$ cat src/rtl/lock_access_controller.sv
// Door/lockout controller downstream of the code-shift lock: opens the door for a timed window on
// a matching attempt, counts consecutive failures and enters a timed lockout with an alarm pulse.
module lock_access_controller #(
  parameter int unsigned MAX_FAILS      = 3,
  parameter int unsigned OPEN_CYCLES    = 8,
  parameter int unsigned LOCKOUT_CYCLES = 16,
  parameter int unsigned CNT_W          = 8
) (
  input  logic                           clk,
  input  logic                           reset,
  input  logic                           attempt,
  input  logic                           unlock,
  input  logic                           relock,
  output logic                           door_open,
  output logic                           lockout,
  output logic                           alarm,
  output logic [$clog2(MAX_FAILS+1)-1:0] fail_count
);

  localparam int unsigned FcW = $clog2(MAX_FAILS + 1);

  localparam logic [FcW-1:0]   MaxFc       = FcW'(MAX_FAILS);
  localparam logic [FcW-1:0]   LastFc      = FcW'(MAX_FAILS - 1);
  localparam logic [CNT_W-1:0] OpenLoad    = CNT_W'(OPEN_CYCLES - 1);
  localparam logic [CNT_W-1:0] LockoutLoad = CNT_W'(LOCKOUT_CYCLES - 1);

  typedef enum logic [1:0] {
    StIdle,
    StOpen,
    StLockout
  } state_e;

  state_e           state_q, state_d;
  logic [CNT_W-1:0] timer_q, timer_d;
  logic [FcW-1:0]   fail_q, fail_d;
  logic             alarm_d;

  always_comb begin
    state_d = state_q;
    timer_d = timer_q;
    fail_d  = fail_q;
    alarm_d = 1'b0;
    unique case (state_q)
      StIdle: begin
        if (attempt) begin
          if (unlock) begin
            state_d = StOpen;
            timer_d = OpenLoad;
            fail_d  = '0;
          end else if (fail_q < LastFc) begin
            fail_d = fail_q + 1'b1;
          end else begin
            state_d = StLockout;
            timer_d = LockoutLoad;
            fail_d  = MaxFc;
            alarm_d = 1'b1;
          end
        end
      end
      StOpen: begin
        // relock overrides the timer; attempts are never evaluated while open
        if (relock || (timer_q == '0)) begin
          state_d = StIdle;
          timer_d = '0;
        end else begin
          timer_d = timer_q - 1'b1;
        end
      end
      StLockout: begin
        if (timer_q == '0) begin
          state_d = StIdle;
          fail_d  = '0;
        end else begin
          timer_d = timer_q - 1'b1;
        end
      end
      default: begin
        state_d = StIdle;
        timer_d = '0;
        fail_d  = '0;
      end
    endcase
  end

  always_ff @(posedge clk or posedge reset) begin
    if (reset) begin
      state_q   <= StIdle;
      timer_q   <= '0;
      fail_q    <= '0;
      door_open <= 1'b0;
      lockout   <= 1'b0;
      alarm     <= 1'b0;
    end else begin
      state_q   <= state_d;
      timer_q   <= timer_d;
      fail_q    <= fail_d;
      // Outputs registered from the next-state decode so they track state_q exactly
      door_open <= (state_d == StOpen);
      lockout   <= (state_d == StLockout);
      alarm     <= alarm_d;
    end
  end

  assign fail_count = fail_q;

endmodule

$ cat config.mk
export PLATFORM = sky130hd
export DESIGN_NAME = lock_access_controller
export DESIGN_NICKNAME = d
export VERILOG_FILES = /design/src/rtl/lock_access_controller.sv
export SDC_FILE = /design/constraint.sdc
export NUM_CORES = 1
export LEC_CHECK = 0
export ABC_AREA = 1
export CAP_MARGIN = 15
export CELL_PAD_IN_SITES_DETAIL_PLACEMENT = 1
export CELL_PAD_IN_SITES_GLOBAL_PLACEMENT = 2
export CORE_MARGIN = 4
export CORE_UTILIZATION = 35
export CTS_BUF_LIST = sky130_fd_sc_hd__clkbuf_4
export CTS_CLUSTER_DIAMETER = 200
export DETAILED_ROUTE_END_ITERATION = 6
export GPL_TIMING_DRIVEN = 0
export HOLD_SLACK_MARGIN = 0.05
export PLACE_DENSITY = 0.94
export SLEW_MARGIN = 25
export SYNTH_ARGS = -nofsm -noshare
export SYNTH_HDL_FRONTEND = slang
export SYNTH_SLANG_ARGS = --single-unit
$ cat constraint.sdc
create_clock -name clk -period 2.7 [get_ports clk]
set_input_delay 0.405 -clock clk [delete_from_list [all_inputs] [get_ports clk]]
set_output_delay 0.405 -clock clk [all_outputs]
set_load 0.005 [all_outputs]
# After elaboration in Yosys (flattened, before gate mapping)
# Cells that the tools add are included.
# word_totals
reg_bits,15
in_bits,5
output_inout_bits,5
wordCells,44
# classes
addsub,2
n_lt_le_gt_ge,1
n_eq_ne,8
n_mux,21
n_bitwise,1
n_reduce_logical,5
# ops
operator,count
2-to-1 mux 8 bit,5
one-hot mux 8 bit (3 select lines),1
2-to-1 mux 2 bit,9
one-hot mux 2 bit (3 select lines),2
logical NOT 8 bit,1
"subtractor 8 x 1 -> 8 bit, second input constant",1
"inequality test 2 bit, second input constant",3
AND reduction 3 bit,2
"== test 2 x 1 -> 1 bit, second input constant",2
"== test 2 bit, second input constant",2
2-to-1 mux 1 bit,4
"inequality test 3 bit, second input constant",1
"adder 2 x 1 -> 2 bit, second input constant",1
logical NOT 2 bit,1
"less-than comparator 2 bit, second input constant",1
logical OR 1 bit,1
NOT 1 bit,1

# Logic depth before layout (Yosys ltp)
# Gate-level depths: netlist of run 1.
# depth
ltp_word,6
depth_mapped,11
mapped_depth_nobuf,11

# Worst setup path after synthesis of run 1
# Ideal clock, no wire load.
# synth_path
path_kind,reg-to-reg
start,reg timer_q[0]
end,reg timer_q[4]
setup_time_ns,0.117
arrival_ns,1.235
t_required_ns,2.583
slack_ns,1.349
path_stages_with_launch,12
path_buffers,0
period_less_slack_ns,1.351
cell_sequence,dfrtp_1 -> inv_1 -> ha_1 -> nand2_1 -> nor2_1 -> nand3_2 -> nand2_4 -> inv_2 -> nand2_1 -> nand2_1 -> nand2_1 -> nor2_1
# synth_between
elab_chain_len,4
elab_cells_between_ends,8
classes_between,1 x add/sub; 1 x eq/ne; 3 x mux; 3 x reduce/logical
# synth_lines
item,line_no,source
"start, declared",34,"logic [CNT_W-1:0] timer_q, timer_d;"
"start signal, assigned",95,timer_q <= timer_d;
branches (longest 4 deep; another with subtractor 8 x 1 -> 8 bit),-,
# Parallel ways; which one is timed is not known. The select of a mux whose other input is x is not followed.
# A chain may end at the register's enable or synchronous reset.

# Final worst setup path of run 1
# Same ends and word-level chain as after synthesis.

==> flow_metrics.tcl, run 1 <==
set metrics [dict create \
    slew_headroom_pct 58.4 \
    drtAntennaViolNets 0 \
    grt_pass1_wl_mm 3.91 \
    place_congestion 0.800 \
    synth_edf_count 0 \
    yosysTopAreaCell "dfrtp_1" \
    final_util_pct 45.2 \
    worst_ir_drop_vdd_mv 0.465 \
    ys_seq_elements 15 \
    nFillCells 297 \
    fin_crit_sh_pct 60.3 \
    die-area_um2 3390 \
    synthesis.area_um2 882 \
    crit_top_cell "nand2_1" \
    cts_tree "built" \
    drt-initial-drc-count 6 \
    path_class "flop to flop" \
    synthTopCellsByArea "dfrtp_1 43%, nand2_1 14%, nor2_1 7.7%" \
    htreeDepth 1 \
    clk_path_buf_depth 2 \
    antenna_found_initial 0 \
    yosys_most_used_dff "dfrtp_1" \
    synth_cell_type_count 19 \
    cts_resized 0 \
    setup_viol 0 \
    critPathMaxStageDelay_ns 0.42 \
    grt_max_degree 16 \
    wirelength_mm 2.27 \
    cts.reportedPaths.clkPinSlew_ns 0.10 \
    vias_per_cell 4.88 \
    n_antenna_cell 0 \
    cts_hold_buf 0 \
    end_kind "flop" \
    cp-start-kind "flop" \
    dr_total_vias 801 \
    yosys.area.top_type_share_pct 42.6 \
    cp.required_ns 2.88 \
    path_max_fanout 9 \
    io_pins 10 \
    drc 0 \
    synth_nets 130 \
    cts_made_buffers 3 \
    drt-wirelength-per-cell_um 13.9 \
    drtPass1Iterations 2 \
    critPathSlowestCell "dfrtp_1" \
    cts_num_sinks 15 \
    ys_seq_area_share_pct 42.6 \
    dp_hpwl_mm 1.78 \
    worst_slew_pin_slew_ns 0.623 \
    worstPathArrival_ns 1.81 \
    hp-class "primary input to asynchronous set/reset pin" \
    ff2ff_setup_slack_ns 1.07 \
    grt_pass1_vias 882 \
    maxCapViolations 0 \
    leakagePower_nw 0.517 \
    area_delta_synth_final_pct 17.6 \
    layout_min_cycle_time_ns 1.63 \
    run_status "completed" \
    drive_gt1_share_pct 11.0 \
    grt_overflow 0 \
    clk_latency_ns 0.29 \
    grtUsageTotal_pct 15.3 \
    holdWs_ns 0.488 \
    fin_nets 144 \
    tns_ns 0 \
    start_util_pct 38.4 \
    path_cells "inv_1 -> ha_1 -> nand2_1 -> nor2_1 -> nand3_2 -> nand2_4 -> inv_2 -> nand2_1 -> nand2_1 -> nand2_1 -> nor2_1" \
    root_buffer "clkbuf_4" \
    max_freq_ghz 0.614 \
    place_area_um2 1010 \
    synth_cells 123 \
    post_cts.repair.setup_buffers 0 \
    synthArstFlopShare_pct 100 \
    slew_viol_final 0 \
    ys_warn_count 0 \
    rsz0062_at_grt "false" \
    design.core.area_um2 2300 \
    die_w_um 58.2 \
    numPortBuffers 9 \
    final_area_um2 1040 \
    skew_ns 0.00962 \
    die_h_um 58.2 \
    power.density_nw_per_um2 1160 \
    syn_area_per_cell_um2 7.17 \
    hold_viol 0 \
    rows 17 \
]
[metal layers]
metal / wire length, um / up-vias / global-route usage (%)
li1: - / 409 / -
met1: 1110 / 385 / 19.6
met2: 1090 / 5 / 25.3
met4: 15 / 0 / 2.98
met5: 0 / - / 0
met3: 56 / 2 / 4.90
[registers in the layout, indices dropped and copies added, names as in the netlist]
name / flops
timer_q: 8
fail_count: 2
lockout: 1
alarm: 1
door_open: 1
state_q: 2
[stage by stage]
| step | setup WS (ns) | power (mW) | cells |
|---|---|---|---|
| 2_1_floorplan | 1.35 | 0.856 | 123 |
| 3_3_place_gp | 0.912 | 1.03 | 160 |
| 3_5_place_dp | 0.889 | 1.07 | 160 |
| 4_1_cts | 1.06 | 1.22 | 164 |
| 5_1_grt | 0.848 | 1.34 | 164 |
| 6_report | 1.07 | 1.20 | 164 |
[logic make-up after synthesis]
logic type	share of synthesized area [%]
and+or+nand+nor	37.7
buffers and inverters	8.09
DFF	42.6
AOI/OAI and AO/OA	8.79
adders and majority gates	2.84
[cells in the mapped netlist, types with 2 or more instances]
cell type / n
nor2_2: 3
dfrtp_1: 15
nor2_4: 2
nor2_1: 18
nand3_1: 12
ha_1: 2
o22ai_1: 2
nand2_1: 34
o21ai_0: 6
inv_1: 16
inv_2: 3
a21oi_1: 3
[cell usage in the layout (no fill, tap or decap)]
| cell type | synthesis | final |
|---|---|---|
| nand2_1 | 34 | 34 |
| nor2_1 | 18 | 18 |
| inv_1 | 16 | 16 |
| dfrtp_1 | 15 | 15 |
| nand3_1 | 12 | 12 |
| clkdlybuf4s50_1 | 0 | 9 |
| o21ai_0 | 6 | 6 |
| clkbuf_4 | 0 | 4 |
| inv_2 | 3 | 3 |
| nor2_2 | 3 | 3 |
| a21oi_1 | 3 | 3 |
| nor2_4 | 2 | 2 |
| o22ai_1 | 2 | 2 |
| ha_1 | 2 | 2 |
| nand3_2 | 1 | 1 |
| nand2_4 | 1 | 1 |
| or2_4 | 1 | 1 |
| o21bai_1 | 1 | 1 |
| o21ai_1 | 1 | 1 |
| a21boi_1 | 1 | 1 |
| nand4_1 | 1 | 1 |
[power by group]
| group | switching (mW) | total, mW | internal, mW |
|---|---|---|---|
| sequential | 0.0914 | 0.407 | 0.316 |
| clock | 0.0756 | 0.143 | 0.0675 |
| combinational | 0.409 | 0.651 | 0.242 |
| total | 0.576 | 1.20 | 0.626 |
[final timing paths]
| check | start | end | cells after the start |
|---|---|---|---|
| worst max-delay path | timer_q[0] | timer_q[4] | 11 |
| worst max register to register | timer_q[0] | timer_q[4] | 11 |
| worst min-delay path | reset | lockout | 2 |
| worst min register to register | timer_q[1] | timer_q[1] | 2 |
| min in group clk | timer_q[1] | timer_q[1] | 2 |
| max in group asynchronous | reset | timer_q[5] | 2 |
[cell type report]
type                            instances  area [um2]  area share (%)
Clock buffer                            4        30.0            2.90
Inverter                               19        71.3            6.88
Multi-Input combinational cell         89         435            42.0
Sequential cell                        15         375            36.2
Tap cell                               28        35.0            3.38
Timing Repair Buffer                    9        90.1            8.69
[worst max-delay path: cells and delay by family, from the launching register on]
family        cells  cell delay [ns]
flops             1             0.42
fa+ha+maj         1             0.20
buf+inv           2             0.22
simple gates      8             0.69
Power figures use the tool's default switching activity.
==> run 2: changes to the inputs <==
- CORE_UTILIZATION: 35 -> 29
- PLACE_DENSITY: 0.94 -> 0.84
- clock period: 2.7 -> 1.4 ns (I/O delays scaled with it)
==> run 2 against run 1 <==
The run now ends with setup timing left. Total power up 120%. Combinational power rose by 150%. Worst setup slack got worse by 1.1 ns. Critical path type unchanged. Clock-buffer cell count did not move. Via count rose by 5.6%. Critical path depth is 2 lower.
==> flow_metrics.tcl, run 2 (same netlist as run 1, synthesis figures left out) <==
set metrics [dict create \
    place_congestion 0.772 \
    drc 0 \
    cp_num_buf_inv 1 \
    most-common-layout-cells "29 x nand2_1, 15 x nor2_1, 13 x inv_1, 13 x dfrtp_1" \
    top_register "timer_q" \
    path_cells "inv_2 -> ha_4 -> nand2_4 -> nor2_4 -> nor2_2 -> nor2_2 -> nand2_1 -> nor2_1 -> nor2_1" \
    crit_cells 9 \
    r2r-start "timer_q[1]" \
    die_w_um 63.2 \
    drt-initial-drc-count 11 \
    design.core.area_um2 2830 \
    fin_nets 152 \
    slew_headroom_pct 59.9 \
    layout_min_cycle_time_ns 1.43 \
    critPathSlowestCell "dfrtp_1" \
    hp-class "primary input to asynchronous set/reset pin" \
    antenna_found_initial 0 \
    slew_viol_final 0 \
    htreeDepth 1 \
    cp-start-kind "flop" \
    root_buffer "clkbuf_4" \
    final_area_um2 1180 \
    drt-wirelength-per-cell_um 13.6 \
    grtUsageTotal_pct 12.6 \
    cts.reportedPaths.clkPinSlew_ns 0.09 \
    final_common_cell "nand2_1" \
    grt_pass1_wl_mm 3.96 \
    r2r_cells 9 \
    cp_top_family "simple AND/OR/NAND/NOR gates" \
    path_max_fanout 4 \
    n_antenna_cell 0 \
    fin_crit_sh_pct 102 \
    drtPass1Iterations 4 \
    place_area_um2 1010 \
    io_pins 10 \
    path_class "flop to flop" \
    cts_num_sinks 15 \
    rsz0062_at_grt "true" \
    die-area_um2 3990 \
    grt_max_degree 16 \
    dr_total_vias 846 \
    dp_hpwl_mm 1.74 \
    wirelength_mm 2.38 \
    cts_tree "built" \
    grt_overflow 0 \
    power.density_nw_per_um2 2270 \
    worst_slew_pin_slew_ns 0.601 \
    leakagePower_nw 0.574 \
    hold_viol 0 \
    skew_ns 0.00226 \
    r2r_end "fail_count[0]" \
    run_status "finished, violations left" \
    area_delta_synth_final_pct 34.2 \
    die_h_um 63.2 \
    tns_ns -0.0489 \
    maxCapViolations 0 \
    setup_ws_ns -0.0347 \
    cts_hold_buf 0 \
    setup_viol 3 \
    drive_gt1_share_pct 29.9 \
    critPathMaxStageDelay_ns 0.42 \
    ff2ff_setup_slack_ns -0.03 \
    start_util_pct 31.2 \
    vias_per_cell 4.83 \
    max_freq_ghz 0.697 \
    grt_pass1_vias 880 \
    clk_latency_ns 0.30 \
    worst_ir_drop_vdd_mv 0.795 \
    cp.required_ns 1.60 \
    worstPathArrival_ns 1.63 \
    drtAntennaViolNets 0 \
    rows 19 \
    largest_register_ffs 8 \
    clk_path_buf_depth 2 \
    violations "setup timing" \
    end_kind "flop" \
    numPortBuffers 9 \
    cts_made_buffers 3 \
]
## run 2: changes by cell type in the layout (fill, tap and decap cells not counted), sizes merged
cell | previous run | this run
clkdlybuf4s50 | 9 | 7
dlygate4sd2 | 0 | 2
buf | 0 | 8
## run 2: worst max path at each step
stage / to / startpoint
after floorplan: timer_q[4] / timer_q[0]
after global placement: timer_q[4] / attempt
after detailed placement: timer_q[4] / attempt
after CTS: timer_q[4] / timer_q[1]
after global routing: fail_count[0] / timer_q[0]
final: fail_count[0] / timer_q[1]
## run 2: area by class of cell
type | instances | area [um2]
clock buffer | 4 | 30.0
fill | 343 | 1650
inverter | 19 | 76.3
multi-input combinational | 89 | 509
sequential | 15 | 378
tap | 31 | 38.8
timing repair buffer | 17 | 151
## run 2: stage by stage
step	power (mW)	hold slack (ns)	utilization, %	std cells	worst slack [ns]
final	2.69	0.269	41.8	175	-0.0347
after global routing	2.96	0.300	41.8	175	-0.127
after CTS	2.52	0.282	39.5	174	-0.0114
after detailed placement	2.05	0.507	35.7	163	-0.205
after global placement	2.00	0.503	35.7	163	-0.204
after floorplan	1.65	0.111	-	123	0.0487
## run 2: power breakdown
part | switching [mW] | leakage [nW] | internal (mW)
registers | 0.182 | 0.191 | 0.615
logic | 0.948 | 0.365 | 0.666
clock network | 0.151 | 0.0184 | 0.131
total | 1.28 | 0.574 | 1.41
## run 2: metal layers
| layer | wire (um) | GRT usage [%] | vias up |
|---|---|---|---|
| li1 | - | - | 432 |
| met1 | 1120 | 16.6 | 406 |
| met2 | 1160 | 20.3 | 6 |
| met3 | 80 | 3.91 | 2 |
| met4 | 10 | 2.48 | 0 |
| met5 | 0 | 0 | - |
## run 2: timing repair
item                       4_1_cts  5_1_grt
buffers inserted                 7        1
setup endpoints to repair       14       10
gates resized for setup         11       18
pin swaps                        5       10
